## config.mk

```make
export PLATFORM = sky130hd
export DESIGN_NAME = phase_to_freq
export DESIGN_NICKNAME = d
export VERILOG_FILES = /design/src/rtl/phase_to_freq_pkg.sv /design/src/rtl/phase_to_freq_shift_add_core.sv /design/src/rtl/phase_to_freq.sv
export SDC_FILE = /design/constraint.sdc
export NUM_CORES = 1
export LEC_CHECK = 0
export CELL_PAD_IN_SITES_DETAIL_PLACEMENT = 0
export CELL_PAD_IN_SITES_GLOBAL_PLACEMENT = 1
export CORE_ASPECT_RATIO = 0.5
export CORE_MARGIN = 8
export CORE_UTILIZATION = 52
export DETAILED_ROUTE_END_ITERATION = 10
export DONT_BUFFER_PORTS = 1
export HOLD_SLACK_MARGIN = 0.12
export PLACE_DENSITY = 0.84
export SETUP_SLACK_MARGIN = 0.4
export SYNTH_ARGS = -nofsm -noshare
export SYNTH_HDL_FRONTEND = slang
export SYNTH_SLANG_ARGS = --single-unit
```

## constraint.sdc

```tcl
create_clock -name clk -period 6 [get_ports clk]
set_input_delay 1.2 -clock clk [delete_from_list [all_inputs] [get_ports clk]]
set_output_delay 1.2 -clock clk [all_outputs]
set_load 0.01 [all_outputs]
```

## src/rtl/phase_to_freq_pkg.sv

```systemverilog
// Shared types and constants for the phase-word to frequency converter.
package phase_to_freq_pkg;

    localparam int unsigned DATA_W_DEF = 32;
    localparam logic [31:0] CLK_125M   = 32'd125_000_000;

    typedef enum logic [1:0] {
        ST_IDLE  = 2'd0,
        ST_RUN   = 2'd1,
        ST_ROUND = 2'd2
    } state_t;

endpackage

```

## src/rtl/phase_to_freq_shift_add_core.sv

```systemverilog
// Right-shifting shift-add multiplier datapath: one multiplier bit per step.
module shift_add_core
    import phase_to_freq_pkg::*;
#(
    parameter int unsigned DATA_W = DATA_W_DEF
) (
    input  logic              clk,
    input  logic              rst_n,
    input  logic              load,
    input  logic              step,
    input  logic [DATA_W-1:0] mcand_in,
    input  logic [DATA_W-1:0] mplier_in,
    output logic [DATA_W-1:0] prod_hi,
    output logic              prod_lo_msb,
    output logic              last
);

    localparam int unsigned CNT_W = $clog2(DATA_W + 1);

    logic [DATA_W-1:0]   mcand;
    logic [2*DATA_W-1:0] acc;
    logic [CNT_W-1:0]    count;
    logic [DATA_W-1:0]   addend;
    logic [DATA_W:0]     sum;

    // Multiplier lives in the low half of acc; its LSB selects the add, and
    // product bits shift in from the top as multiplier bits shift out.
    always_comb begin
        addend = acc[0] ? mcand : '0;
        sum    = {1'b0, acc[2*DATA_W-1:DATA_W]} + {1'b0, addend};
    end

    always_ff @(posedge clk or negedge rst_n) begin
        if (!rst_n) begin
            mcand <= '0;
            acc   <= '0;
            count <= '0;
        end else if (load) begin
            mcand <= mcand_in;
            acc   <= {{DATA_W{1'b0}}, mplier_in};
            count <= CNT_W'(DATA_W);
        end else if (step && (count != '0)) begin
            acc   <= {sum, acc[DATA_W-1:1]};
            count <= count - CNT_W'(1);
        end
    end

    assign prod_hi     = acc[2*DATA_W-1:DATA_W];
    assign prod_lo_msb = acc[DATA_W-1];
    assign last        = (count == CNT_W'(1));

endmodule

```

## src/rtl/phase_to_freq.sv

```systemverilog
// Converts an NCO phase increment to Hz: freq = round(phase_word * clk_freq / 2^DATA_W).
module phase_to_freq
    import phase_to_freq_pkg::*;
#(
    parameter int unsigned DATA_W   = DATA_W_DEF,
    parameter bit          ROUND_EN = 1'b1
) (
    input  logic              clk,
    input  logic              rst_n,
    input  logic              start,
    input  logic [DATA_W-1:0] phase_word,
    input  logic [DATA_W-1:0] clk_freq,
    output logic              ready,
    output logic              valid,
    output logic [DATA_W-1:0] freq
);

    state_t            state, state_nxt;
    logic              load, step, last, lo_msb;
    logic [DATA_W-1:0] hi, rnd_add;

    shift_add_core #(.DATA_W(DATA_W)) u_core (
        .clk        (clk),
        .rst_n      (rst_n),
        .load       (load),
        .step       (step),
        .mcand_in   (clk_freq),
        .mplier_in  (phase_word),
        .prod_hi    (hi),
        .prod_lo_msb(lo_msb),
        .last       (last)
    );

    always_ff @(posedge clk or negedge rst_n) begin
        if (!rst_n) state <= ST_IDLE;
        else        state <= state_nxt;
    end

    always_comb begin
        state_nxt = state;
        load      = 1'b0;
        step      = 1'b0;
        case (state)
            ST_IDLE: begin
                if (start) begin
                    load      = 1'b1;
                    state_nxt = ST_RUN;
                end
            end
            ST_RUN: begin
                step = 1'b1;
                if (last) state_nxt = ST_ROUND;
            end
            ST_ROUND: state_nxt = ST_IDLE;
            default:  state_nxt = ST_IDLE;
        endcase
    end

    assign ready = (state == ST_IDLE);

    // Product never exceeds (2^W-1)^2, so adding the round bit cannot wrap.
    always_comb begin
        rnd_add = '0;
        if (ROUND_EN) rnd_add = DATA_W'(lo_msb);
    end

    always_ff @(posedge clk or negedge rst_n) begin
        if (!rst_n) begin
            valid <= 1'b0;
            freq  <= '0;
        end else begin
            valid <= 1'b0;
            if (state == ST_ROUND) begin
                freq  <= hi + rnd_add;
                valid <= 1'b1;
            end
        end
    end

endmodule
```

==> results.py <==
metrics = {
    "sta": {
        "finalCriticalPeriod_ps": 3400,
        "final-max-slew-violation-count": 0,
        "worst_pin_slew_ps": 1250,
        "rsz0062_at_grt": "no",
        "relSlewSlack": 0.164,
        "finalCritPeriodShare": 0.567,
        "hold_viol": 0,
        "fin_setup_tns_ps": 0,
        "setup_viol": 0,
        "fmax_mhz": 294,
        "fin_skew_ps": 9.35,
    },
    "placement": {
        "dp_hpwl_um": 13500,
        "place_area_um2": 7880,
        "gp_congestion": 0.896,
        "port_buffers": 0,
    },
    "setup_path": {
        "critical-path-top-delay-family": "simple AND/OR/NAND/NOR gates",
        "crit_slowest_cell": "dfrtp_1",
        "crit_arrival_ps": 3710,
        "worstReg2RegEnd": "u_core.acc[56]",
        "critPathMaxStageDelay_ps": 720,
        "reg2reg_slack_ps": 2600,
        "cp_cell_sequence": "and2_1, ha_1, a21oi_1, o21ai_0, nor2_1, and4_4, nor4_1, o21ai_0, a32o_1",
        "cpMostUsedCell": "o21ai_0",
        "rr_worst_depth": 9,
        "cp-start-kind": "flop",
        "cp_num_buf_inv": 0,
        "crit_required_ps": 6310,
        "cp_max_fo": 33,
        "r2r-start": "u_core.acc[0]",
        "crit_path_end_kind": "flop",
        "critical_path_class": "reg -> reg",
    },
    "logic_synthesis": {
        "ys_ff_latch": 137,
        "synth_edf_count": 0,
        "ys_types": 61,
        "netlist_area_um2": 7830,
        "synthArstFlopShare": 1.00,
        "syn-num-nets": 994,
        "yosysWarnings": 0,
        "synth_area_per_cell_um2": 8.81,
        "synth_top_area_share": 0.438,
        "synthTopCellsByArea": "dfrtp_1 44%, nand2_1 9.3%, ha_1 5.9%",
        "syn_inst": 889,
        "yosysTopAreaCell": "dfrtp_1",
        "synth-main-ff-cell": "dfrtp_1",
        "ys_seq_area_frac": 0.438,
    },
    "cts": {
        "clock_latency_ps": 420,
        "post_cts_resized": 0,
        "cts-root-buf": "clkbuf_16",
        "h-tree-depth": 4,
        "clock_path_buffers": 2,
        "clock-sinks": 137,
        "post_cts_buffers": 0,
        "cts_hold_buf": 0,
        "cts.reportedPaths.clkPinSlew_ps": 60,
        "cts_made_buffers": 17,
        "tritoncts": "yes",
    },
    "min_path": {
        "hp-class": "in -> async",
    },
    "floorplanning": {
        "coreArea_um2": 14600,
        "dieHeight_um": 103,
        "initial_core_util": 0.537,
        "dieArea_um2": 19500,
        "die_x_um": 190,
        "pin_count": 101,
        "placementRows": 31,
    },
    "route": {
        "first_pass_iters": 8,
        "drt-met1-wl_um": 9890,
        "drtAntennaViolNets": 0,
        "drt-initial-drc-count": 561,
        "wl_per_cell_um": 18.2,
        "post-route-drc-count": 0,
        "wirelength_um": 19500,
        "wl_met2_um": 7870,
        "dr_total_vias": 6313,
        "viasPerCell": 5.91,
        "top_layer": "met4",
        "met3_length_um": 1500,
    },
    "global_routing": {
        "grt_pass1_vias": 6112,
        "grt-ovfl-total": 0,
        "grt.total_usage": 0.209,
        "grt_pass1_wl_um": 32400,
        "antenna_found_initial": 0,
        "grt_max_degree": 138,
    },
    "cells_and_area": {
        "mostFrequentLayoutCell": "nand2_1",
        "nets": 963,
        "diodes": 0,
        "final_cell_mix": "193 x nand2_1, 137 x dfrtp_1, 66 x o21ai_0, 43 x inv_1, 37 x ha_1",
        "drive_above_1_share": 0.0586,
        "syn2layout_area_growth_pct": 7.88,
        "fin_area_um2": 8450,
    },
    "power": {
        "ir_worst_vdd_mv": 0.270,
        "power_density_nw_per_um2": 230,
        "total_leakage_power_uw": 0.00404,
    },
    "run": {
        "drv_cap": 0,
    },
    "outcome": {
        "status": "finished, final reports clean",
    },
}
[worst max-delay path by stage]
stage,start,endpoint,cells after the start
finish,u_core.acc[0],u_core.acc[56],9
global route,u_core.acc[0],u_core.acc[56],9
CTS,u_core.acc[0],u_core.acc[55],11
detailed placement,u_core.acc[0],u_core.acc[51],11
global placement,u_core.acc[0],u_core.acc[55],11
floorplan,u_core.acc[0],u_core.acc[55],12
[layout make-up]
type	instances	area, um^2
well taps	198	248
multi-input cells	655	4020
fillers	1370	6140
inverters	43	161
repair buffers	4	30.0
clock inverters	14	124
flip-flops and latches	137	3430
clock buffers	18	439
[per-layer routing]
layer | global-route usage | up-vias
met5 | 0 | -
met4 | 0.0609 | 0
met3 | 0.0648 | 20
met2 | 0.294 | 190
met1 | 0.302 | 3046
li1 | - | 3057
[where the power goes]
group          leakage (uW)  internal [uW]  switching [uW]  total [uW]
Clock              0.000269            583             434        1020
Sequential          0.00184            924               0         924
Combinational       0.00193          0.256               0       0.258
[cell families after synthesis]
| group | Yosys count | synth area share |
|---|---|---|
| simple gates | 359 | 0.212 |
| compound gates | 198 | 0.170 |
| flops | 137 | 0.438 |
| buf+inv | 97 | 0.0500 |
| xor+xnor | 57 | 0.0638 |
| fa+ha+maj | 38 | 0.0617 |
| mux | 3 | 0.00416 |
[synth_stat cells (10+ instances only)]
library cell and instances:
xnor2_1 26, nand4_1 14, xor2_1 31, a21oi_1 30, and2_1 35, inv_1 43, a222oi_1 31, a21o_1 11
buf_2 10, clkbuf_1 33, ha_1 37, nand2_1 193, and3_1 13, nor2_1 34, o21ai_0 66, o21ai_1 15
nand3_1 30, dfrtp_1 137
[state kept, by name, summed over array words and instances (netlist names)]
name,count
u_core.acc,64
u_core.count,6
u_core.mcand,32
freq,32
valid,1
state,2
[through the flow]
step | total power, uW | worst slack (ps) | hold WS [ps] | instances | util
after floorplan | 941 | 3380 | 437 | 889 | -
after CTS | 1960 | 2560 | 452 | 1069 | 0.579
after global placement | 941 | 2750 | 455 | 1037 | 0.540
after detailed placement | 941 | 2560 | 459 | 1037 | 0.540
after global routing | 1990 | 2290 | 455 | 1069 | 0.579
final | 1940 | 2600 | 469 | 1069 | 0.579
(Power assumes the default switching activity.)
